$ cat src/rtl/control_sequencer_if.sv
// Control bundle between the sequencer and the Mini SRC datapath: IR/stop in, decoded strobes out.
// Outputs are combinational from sequencer state; there is no backpressure.
interface control_sequencer_if;
  logic [31:0] ir;
  logic        stop;
  logic [4:0]  alu_op;
  logic        IncPC;
  logic [9:0]  bus_out;
  logic [11:0] reg_in;
  logic [2:0]  gr_sel;
  logic [1:0]  mem;
  logic        run;

  modport master (
    input  ir, stop,
    output alu_op, IncPC, bus_out, reg_in, gr_sel, mem, run
  );

  modport slave (
    output ir, stop,
    input  alu_op, IncPC, bus_out, reg_in, gr_sel, mem, run
  );
endinterface

$ cat src/rtl/control_sequencer.sv
// Mini SRC control unit: one T-step per clock, Moore decode of (state, opcode), 3-8 cycles per instruction.
// No backpressure: memory is fixed latency and the datapath consumes every strobe in its cycle.
module control_sequencer (
  input  logic               clock,
  input  logic               reset,
  control_sequencer_if.master ctl
);

  typedef enum logic [3:0] {
    S_RST, S_T0, S_T1, S_T2, S_T3, S_T4, S_T5, S_T6, S_T7, S_HALT
  } state_t;

  typedef enum logic [3:0] {
    C_ALU, C_IMM, C_MULDIV, C_UNARY, C_LD, C_LDI, C_ST, C_BR,
    C_JR, C_JAL, C_IN, C_OUT, C_MFHI, C_MFLO, C_NONE, C_HALT
  } iclass_t;

  localparam logic [4:0] ALU_ADD = 5'b00011;
  localparam logic [4:0] ALU_AND = 5'b00101;
  localparam logic [4:0] ALU_OR  = 5'b00110;
  localparam logic [4:0] ALU_NOP = 5'b11010;
  localparam logic [4:0] ALU_BR  = 5'b10011;

  localparam logic [9:0] PCOUT   = 10'b1000000000;
  localparam logic [9:0] MDROUT  = 10'b0100000000;
  localparam logic [9:0] ZLOWOUT = 10'b0010000000;
  localparam logic [9:0] ZHIOUT  = 10'b0001000000;
  localparam logic [9:0] HIOUT   = 10'b0000100000;
  localparam logic [9:0] LOOUT   = 10'b0000010000;
  localparam logic [9:0] ROUT    = 10'b0000001000;
  localparam logic [9:0] BAOUT   = 10'b0000000100;
  localparam logic [9:0] COUT    = 10'b0000000010;
  localparam logic [9:0] INOUT   = 10'b0000000001;

  localparam logic [11:0] PCIN   = 12'b100000000000;
  localparam logic [11:0] MARIN  = 12'b010000000000;
  localparam logic [11:0] MDRIN  = 12'b001000000000;
  localparam logic [11:0] IRIN   = 12'b000100000000;
  localparam logic [11:0] YIN    = 12'b000010000000;
  localparam logic [11:0] ZIN    = 12'b000001000000;
  localparam logic [11:0] HIIN   = 12'b000000100000;
  localparam logic [11:0] LOIN   = 12'b000000010000;
  localparam logic [11:0] CONIN  = 12'b000000001000;
  localparam logic [11:0] OPIN   = 12'b000000000100;
  localparam logic [11:0] RIN    = 12'b000000000010;
  localparam logic [11:0] R15IN  = 12'b000000000001;

  localparam logic [2:0] GRA = 3'b100;
  localparam logic [2:0] GRB = 3'b010;
  localparam logic [2:0] GRC = 3'b001;
  localparam logic [1:0] RD  = 2'b10;
  localparam logic [1:0] WR  = 2'b01;

  state_t      state, nxt;
  iclass_t     cls;
  state_t      last;
  logic [4:0]  op;
  logic [4:0]  imm_op;
  logic [4:0]  alu_op;
  logic        inc_pc;
  logic [9:0]  bus_sel;
  logic [11:0] ld_sel;
  logic [2:0]  gr;
  logic [1:0]  mem_sel;

  assign op = ctl.ir[31:27];

  always_comb begin
    cls  = C_NONE;
    last = S_T2;
    case (op)
      5'b00000: begin cls = C_LD;     last = S_T7; end
      5'b00001: begin cls = C_LDI;    last = S_T5; end
      5'b00010: begin cls = C_ST;     last = S_T7; end
      5'b00011, 5'b00100, 5'b00101, 5'b00110, 5'b00111,
      5'b01000, 5'b01001, 5'b01010, 5'b01011:
                begin cls = C_ALU;    last = S_T5; end
      5'b01100, 5'b01101, 5'b01110:
                begin cls = C_IMM;    last = S_T5; end
      5'b01111, 5'b10000:
                begin cls = C_MULDIV; last = S_T6; end
      5'b10001, 5'b10010:
                begin cls = C_UNARY;  last = S_T4; end
      5'b10011: begin cls = C_BR;     last = S_T6; end
      5'b10100: begin cls = C_JR;     last = S_T3; end
      5'b10101: begin cls = C_JAL;    last = S_T4; end
      5'b10110: begin cls = C_IN;     last = S_T3; end
      5'b10111: begin cls = C_OUT;    last = S_T3; end
      5'b11000: begin cls = C_MFHI;   last = S_T3; end
      5'b11001: begin cls = C_MFLO;   last = S_T3; end
      5'b11011: begin cls = C_HALT;   last = S_T2; end
      default:  begin cls = C_NONE;   last = S_T2; end
    endcase
  end

  // The ALU has no immediate codes, so addi/andi/ori borrow add/and/or.
  assign imm_op = (op == 5'b01101) ? ALU_AND :
                  (op == 5'b01110) ? ALU_OR  : ALU_ADD;

  always_ff @(posedge clock or negedge reset) begin
    if (!reset) state <= S_RST;
    else        state <= nxt;
  end

  // T7 also terminates, so an IR change mid-instruction can never walk past the last step.
  always_comb begin
    nxt = state;
    case (state)
      S_RST:  nxt = S_T0;
      S_HALT: nxt = S_HALT;
      default: begin
        if (state == S_T2 && cls == C_HALT)      nxt = S_HALT;
        else if (state == last || state == S_T7) nxt = ctl.stop ? S_HALT : S_T0;
        else                                     nxt = state_t'(state + 4'd1);
      end
    endcase
  end

  always_comb begin
    alu_op  = 5'b00000;
    inc_pc  = 1'b0;
    bus_sel = 10'b0;
    ld_sel  = 12'b0;
    gr      = 3'b000;
    mem_sel = 2'b00;
    if (state != S_RST && state != S_HALT) alu_op = ALU_NOP;
    case (state)
      S_T0: begin bus_sel = PCOUT; ld_sel = MARIN | ZIN; inc_pc = 1'b1; alu_op = ALU_ADD; end
      S_T1: begin bus_sel = ZLOWOUT; ld_sel = PCIN | MDRIN; mem_sel = RD; end
      S_T2: begin bus_sel = MDROUT; ld_sel = IRIN; end
      S_T3: begin
        case (cls)
          C_ALU, C_IMM: begin bus_sel = ROUT; ld_sel = YIN; gr = GRB; end
          C_MULDIV:     begin bus_sel = ROUT; ld_sel = YIN; gr = GRA; end
          C_UNARY:      begin bus_sel = ROUT; ld_sel = ZIN; gr = GRB; alu_op = op; end
          C_LD, C_LDI, C_ST: begin bus_sel = BAOUT; ld_sel = YIN; gr = GRB; end
          C_BR:         begin bus_sel = ROUT; ld_sel = CONIN; gr = GRA; end
          C_JR:         begin bus_sel = ROUT; ld_sel = PCIN; gr = GRA; end
          C_JAL:        begin bus_sel = PCOUT; ld_sel = R15IN; end
          C_IN:         begin bus_sel = INOUT; ld_sel = RIN; gr = GRA; end
          C_OUT:        begin bus_sel = ROUT; ld_sel = OPIN; gr = GRA; end
          C_MFHI:       begin bus_sel = HIOUT; ld_sel = RIN; gr = GRA; end
          C_MFLO:       begin bus_sel = LOOUT; ld_sel = RIN; gr = GRA; end
          default: ;
        endcase
      end
      S_T4: begin
        case (cls)
          C_ALU:    begin bus_sel = ROUT; ld_sel = ZIN; gr = GRC; alu_op = op; end
          C_IMM:    begin bus_sel = COUT; ld_sel = ZIN; alu_op = imm_op; end
          C_MULDIV: begin bus_sel = ROUT; ld_sel = ZIN; gr = GRB; alu_op = op; end
          C_UNARY:  begin bus_sel = ZLOWOUT; ld_sel = RIN; gr = GRA; end
          C_LD, C_LDI, C_ST: begin bus_sel = COUT; ld_sel = ZIN; alu_op = ALU_ADD; end
          C_BR:     begin bus_sel = PCOUT; ld_sel = YIN; end
          C_JAL:    begin bus_sel = ROUT; ld_sel = PCIN; gr = GRA; end
          default: ;
        endcase
      end
      S_T5: begin
        case (cls)
          C_ALU, C_IMM, C_LDI: begin bus_sel = ZLOWOUT; ld_sel = RIN; gr = GRA; end
          C_MULDIV: begin bus_sel = ZLOWOUT; ld_sel = LOIN; end
          C_LD, C_ST: begin bus_sel = ZLOWOUT; ld_sel = MARIN; end
          C_BR:     begin bus_sel = COUT; ld_sel = ZIN; alu_op = ALU_BR; end
          default: ;
        endcase
      end
      S_T6: begin
        case (cls)
          C_MULDIV: begin bus_sel = ZHIOUT; ld_sel = HIIN; end
          C_LD:     begin ld_sel = MDRIN; mem_sel = RD; end
          C_ST:     begin bus_sel = ROUT; ld_sel = MDRIN; gr = GRA; end
          C_BR:     begin bus_sel = ZLOWOUT; ld_sel = PCIN; end
          default: ;
        endcase
      end
      S_T7: begin
        case (cls)
          C_LD: begin bus_sel = MDROUT; ld_sel = RIN; gr = GRA; end
          C_ST: mem_sel = WR;
          default: ;
        endcase
      end
      default: ;
    endcase
  end

  assign ctl.alu_op  = alu_op;
  assign ctl.IncPC   = inc_pc;
  assign ctl.bus_out = bus_sel;
  assign ctl.reg_in  = ld_sel;
  assign ctl.gr_sel  = gr;
  assign ctl.mem     = mem_sel;
  assign ctl.run     = (state != S_RST) && (state != S_HALT);

endmodule

$ cat src/flat_wrapper.sv
// flat-port wrapper written by rule: the top's interface ports become plain ports
module control_sequencer_flat 
  (clock, reset, ctl_ir, ctl_stop, ctl_alu_op, ctl_IncPC, ctl_bus_out, ctl_reg_in, ctl_gr_sel, ctl_mem, ctl_run);
  control_sequencer_if ctl_i ();
  input  logic clock;
  input  logic reset;
  input wire logic [$bits(ctl_i.ir)-1:0] ctl_ir;
  input wire logic [$bits(ctl_i.stop)-1:0] ctl_stop;
  output wire logic [$bits(ctl_i.alu_op)-1:0] ctl_alu_op;
  output wire logic [$bits(ctl_i.IncPC)-1:0] ctl_IncPC;
  output wire logic [$bits(ctl_i.bus_out)-1:0] ctl_bus_out;
  output wire logic [$bits(ctl_i.reg_in)-1:0] ctl_reg_in;
  output wire logic [$bits(ctl_i.gr_sel)-1:0] ctl_gr_sel;
  output wire logic [$bits(ctl_i.mem)-1:0] ctl_mem;
  output wire logic [$bits(ctl_i.run)-1:0] ctl_run;
  assign ctl_i.ir = ctl_ir;
  assign ctl_i.stop = ctl_stop;
  assign ctl_alu_op = ctl_i.alu_op;
  assign ctl_IncPC = ctl_i.IncPC;
  assign ctl_bus_out = ctl_i.bus_out;
  assign ctl_reg_in = ctl_i.reg_in;
  assign ctl_gr_sel = ctl_i.gr_sel;
  assign ctl_mem = ctl_i.mem;
  assign ctl_run = ctl_i.run;
  control_sequencer u_core (.clock(clock), .reset(reset), .ctl(ctl_i));
endmodule
$ cat config.mk
export PLATFORM = sky130hd
export DESIGN_NAME = control_sequencer_flat
export DESIGN_NICKNAME = d
export VERILOG_FILES = /design/src/rtl/control_sequencer_if.sv /design/src/rtl/control_sequencer.sv /design/src/flat_wrapper.sv
export SDC_FILE = /design/constraint.sdc
export NUM_CORES = 1
export LEC_CHECK = 0
export ABC_AREA = 1
export CORE_AREA = 4 4 63 65
export CTS_CLUSTER_DIAMETER = 60
export DETAILED_ROUTE_END_ITERATION = 12
export DIE_AREA = 0 0 67 69
export PLACE_DENSITY_LB_ADDON = 0.12
export SLEW_MARGIN = 15
export SYNTH_ARGS = -nofsm -noshare
export SYNTH_HDL_FRONTEND = slang
export SYNTH_SLANG_ARGS = --single-unit
$ cat constraint.sdc
create_clock -name clock -period 2.4 [get_ports clock]
set_clock_uncertainty 0.05 [all_clocks]
set_input_delay 0.48 -clock clock [delete_from_list [all_inputs] [get_ports clock]]
set_output_delay 0.48 -clock clock [all_outputs]
set_load 0.005 [all_outputs]
==> results.sh <==
export IMPL_routed_via_density=5.550
export IMPL_wirelength_um=7937
export IMPL_fin_area_um2=2897
export IMPL_r2r_cells=10
export IMPL_die_area_um2=4623
export IMPL_postRouteAntennaNets=0
export IMPL_crit_top_cell="nor2_4"
export IMPL_cts_sinks=4
export IMPL_rsz0062_at_grt="yes"
export IMPL_ys_ff_latch=4
export IMPL_pwr_density_cell_nw_per_um2=193.0
export IMPL_cp_required_ns=1.87
export IMPL_antenna_cells=0
export IMPL_cts_tree="done"
export IMPL_syn_avg_cell_area_um2=5.503
export IMPL_cp_num_cells=14
export IMPL_relSlewSlack_pct=64.86
export IMPL_final_hold_viol_count=0
export IMPL_finalSetupViolations=25
export IMPL_synth_top_area_share_pct=20.09
export IMPL_max_freq_mhz=381.5
export IMPL_overflow=0
export IMPL_synth_ff_type="dfrtp_1"
export IMPL_critPathLaunchType="input pin"
export IMPL_hold_slack_ns=0.4081
export IMPL_synth_area_leaders="nand2_1 20%, inv_1 9.6%, ha_1 8.5%"
export IMPL_synthArstFlopShare_pct=100.0
export IMPL_worst_path_max_delay_cell="o22ai_4"
export IMPL_min_path_type="input pin to async pin"
export IMPL_core_region_area_um2=3337
export IMPL_drive_gt1_share_pct=61.44
export IMPL_antenna_found_initial=0
export IMPL_grt_busiest_layer="met2"
export IMPL_dp_hpwl_um=4173
export IMPL_die_y_um=69
export IMPL_period_needed_ns=2.622
export IMPL_critical_path_top_delay_family="simple AND/OR/NAND/NOR gates"
export IMPL_cp_max_fo=5
export IMPL_place_congestion=0.9720
export IMPL_synthDistinctLibCells=30
export IMPL_max_stage_delay_ns=0.23
export IMPL_slew_viol_final=0
export IMPL_firstDrtPassIters=4
export IMPL_tightest_slew_ns=0.5230
export IMPL_crit_buf_inv=6
export IMPL_ir_worst_vdd_uv=236.0
export IMPL_io_pins=69
export IMPL_power_leakage_nw=1.584
export IMPL_top_register="u_core.state"
export IMPL_tns_ns=-2.861
export IMPL_die_w_um=67
export IMPL_grt_pass1_wl_um=10630
export IMPL_clockBufferDepth=2
export IMPL_synth_cells=241
export IMPL_via_count=2342
export IMPL_cts_root_buffer="clkbuf_4"
export IMPL_grtUsageTotal_pct=28.85
export IMPL_syn_area_um2=1326
export IMPL_synth_top_area_cell="nand2_1"
export IMPL_num_rows=21
export IMPL_fin_ws_ns=-0.2215
export IMPL_yosysSeqAreaShare_pct=7.547
export IMPL_fillers=175
export IMPL_synth_warnings=0
export IMPL_status="finished with violations"
export IMPL_reg_top3="u_core.state x4"
export IMPL_path_clk_slew_ns=0.04
export IMPL_ctsHtreeMaxLevel=1
export IMPL_drt_first_iter_violations=223
export IMPL_cp_end_kind="output pin"
export IMPL_grtUsageMet3_pct=3.571
export IMPL_drt_wirelength_per_cell_um=18.81
export IMPL_met2_usage_pct=51.75
export IMPL_start_util_pct=39.75
export IMPL_fin_nets=422
export IMPL_seq_area_um2=100.1
export IMPL_crit_chain="buf_12 > inv_8 > ha_4 > inv_4 > nor2_4 > o22ai_4 > nor2_4 > buf_6 > nor2_4 > inv_4 > nor2_4 > nand3_1 > nand2_1 > buf_2"
export IMPL_finalCritPeriodShare_pct=109.2
export IMPL_worstPathArrival_ns=2.09
export IMPL_grt_pass1_vias=2223
export IMPL_clk_latency_ns=0.23
export IMPL_cap_violations=0
export IMPL_dpl_instance_area_um2=2243
export IMPL_grt_start_max_net_pins=12
export IMPL_syn_to_final_growth_pct=118.4
export IMPL_syn_nets=285
export IMPL_portBuffers=41
export IMPL_cts_made_buffers=3
export IMPL_multiInputGateArea_um2=1413
export IMPL_largest_reg_flops=4
export IMPL_worstSetupPathType="input pin to output pin"
export IMPL_drcViolationCount=0
export IMPL_synth_edf_count=0
export IMPL_violations="negative setup slack"
export IMPL_gr_usage_met1_pct=33.86
[layer usage]
layer | vias up | routed length (um) | share of wire, %
li1 | 1045 | - | -
met3 | 56 | 509 | 6.4
met5 | - | 0 | 0
met2 | 137 | 3913 | 49
met4 | 0 | 563 | 7.1
met1 | 1104 | 2951 | 37
[path summary, 6_finish.rpt]
path	slack, ns	to	startpoint
max in group asynchronous	1.72	u_core.state[0]	reset
max	-0.22	ctl_alu_op[2]	ctl_ir[27]
min	0.41	u_core.state[1]	reset
max reg2reg	0.35	u_core.state[3]	u_core.state[0]
min in group clock	0.60	u_core.state[0]	u_core.state[0]
min reg2reg	0.60	u_core.state[0]	u_core.state[0]
[Yosys cell counts (4+ instances only)]
master / count
o21ai_0: 14
ha_1: 9
a21oi_1: 4
inv_1: 34
nor3_1: 6
o211ai_1: 4
nand2_1: 71
dfrtp_1: 4
nand2_4: 6
nor2_1: 30
nand4_1: 4
nand3_1: 22
inv_2: 7
[area by class of cell]
| cell class | count | share of cell area [%] |
|---|---|---|
| clock buffer | 3 | 0.7775 |
| inverter | 41 | 6.868 |
| multi-input combinational | 192 | 48.77 |
| sequential | 4 | 3.456 |
| tap | 46 | 1.987 |
| timing repair buffer | 136 | 38.14 |
[worst reg2reg max path, cell delays in order (launching register included)]
cell and delay, ns:
dfrtp_1 0.41, inv_2 0.09, ha_1 0.17, inv_1 0.08, nor3_1 0.42, inv_1 0.23
buf_4 0.20, nand3_1 0.07, nand3_1 0.09, nand2_1 0.07, nand2_1 0.06
[power by group]
| part | internal, mW | switching, mW | leakage [nW] |
|---|---|---|---|
| Sequential | 0.0678 | 0 | 0.0455 |
| Combinational | 0.192 | 0.218 | 1.52 |
| Clock | 0.0558 | 0.0257 | 0.0138 |
[cells by family after synthesis]
group | after synthesis | share of synthesized area [%]
xor+xnor | 2 | 1.321
flops | 4 | 7.547
buf+inv | 45 | 13.77
simple gates | 150 | 52.64
compound gates | 31 | 16.23
fa+ha+maj | 9 | 8.491
[cells in the final DEF (no fill, tap or decap), types with 2 or more instances in the layout]
cell / netlist / layout
buf_4: 1 / 77
buf_12: 0 / 6
nand2_2: 3 / 12
o21ai_1: 1 / 2
nor2_4: 3 / 14
buf_2: 0 / 25
nor2_1: 30 / 13
nor3_2: 0 / 2
dfrtp_1: 4 / 4
nand3_1: 22 / 22
dlygate4sd2_1: 0 / 2
inv_2: 7 / 9
buf_6: 0 / 16
nand4_1: 4 / 4
ha_4: 0 / 5
inv_6: 0 / 2
inv_4: 0 / 8
nor2_2: 3 / 9
ha_1: 9 / 3
inv_1: 34 / 20
clkbuf_2: 0 / 4
nand2_4: 6 / 17
nand3b_1: 2 / 2
nor3_1: 6 / 4
o2111ai_2: 0 / 2
o211ai_1: 4 / 4
inv_8: 0 / 2
a21oi_1: 4 / 3
clkdlybuf4s50_1: 0 / 3
nand2_1: 71 / 50
o21ai_0: 14 / 5
o21ai_2: 1 / 9
o22ai_4: 1 / 2
clkbuf_4: 0 / 3
[repair_timing]
action | 4_1_cts | 5_1_grt
endpoints found under the hold margin | 0 | 0
pin swaps | 39 | 36
hold buffers | 0 | 0
setup buffers | 25 | 12
setup endpoints to repair | 31 | 32
resized for setup | 224 | 72
[metrics by stage]
| stage | utilization (%) | setup WS (ns) | instances | power, mW |
|---|---|---|---|---|
| 2_1_floorplan | - | 0.1913 | 241 | 0.1825 |
| 3_3_place_gp | 67.23 | -1.033 | 386 | 0.2754 |
| 3_5_place_dp | 67.23 | -1.036 | 386 | 0.2771 |
| 4_1_cts | 79.12 | -0.1191 | 413 | 0.4713 |
| 5_1_grt | 86.80 | -0.2900 | 422 | 0.5882 |
| 6_report | 86.80 | -0.2215 | 422 | 0.5590 |
No activity file was read; power rests on OpenSTA's default activity.
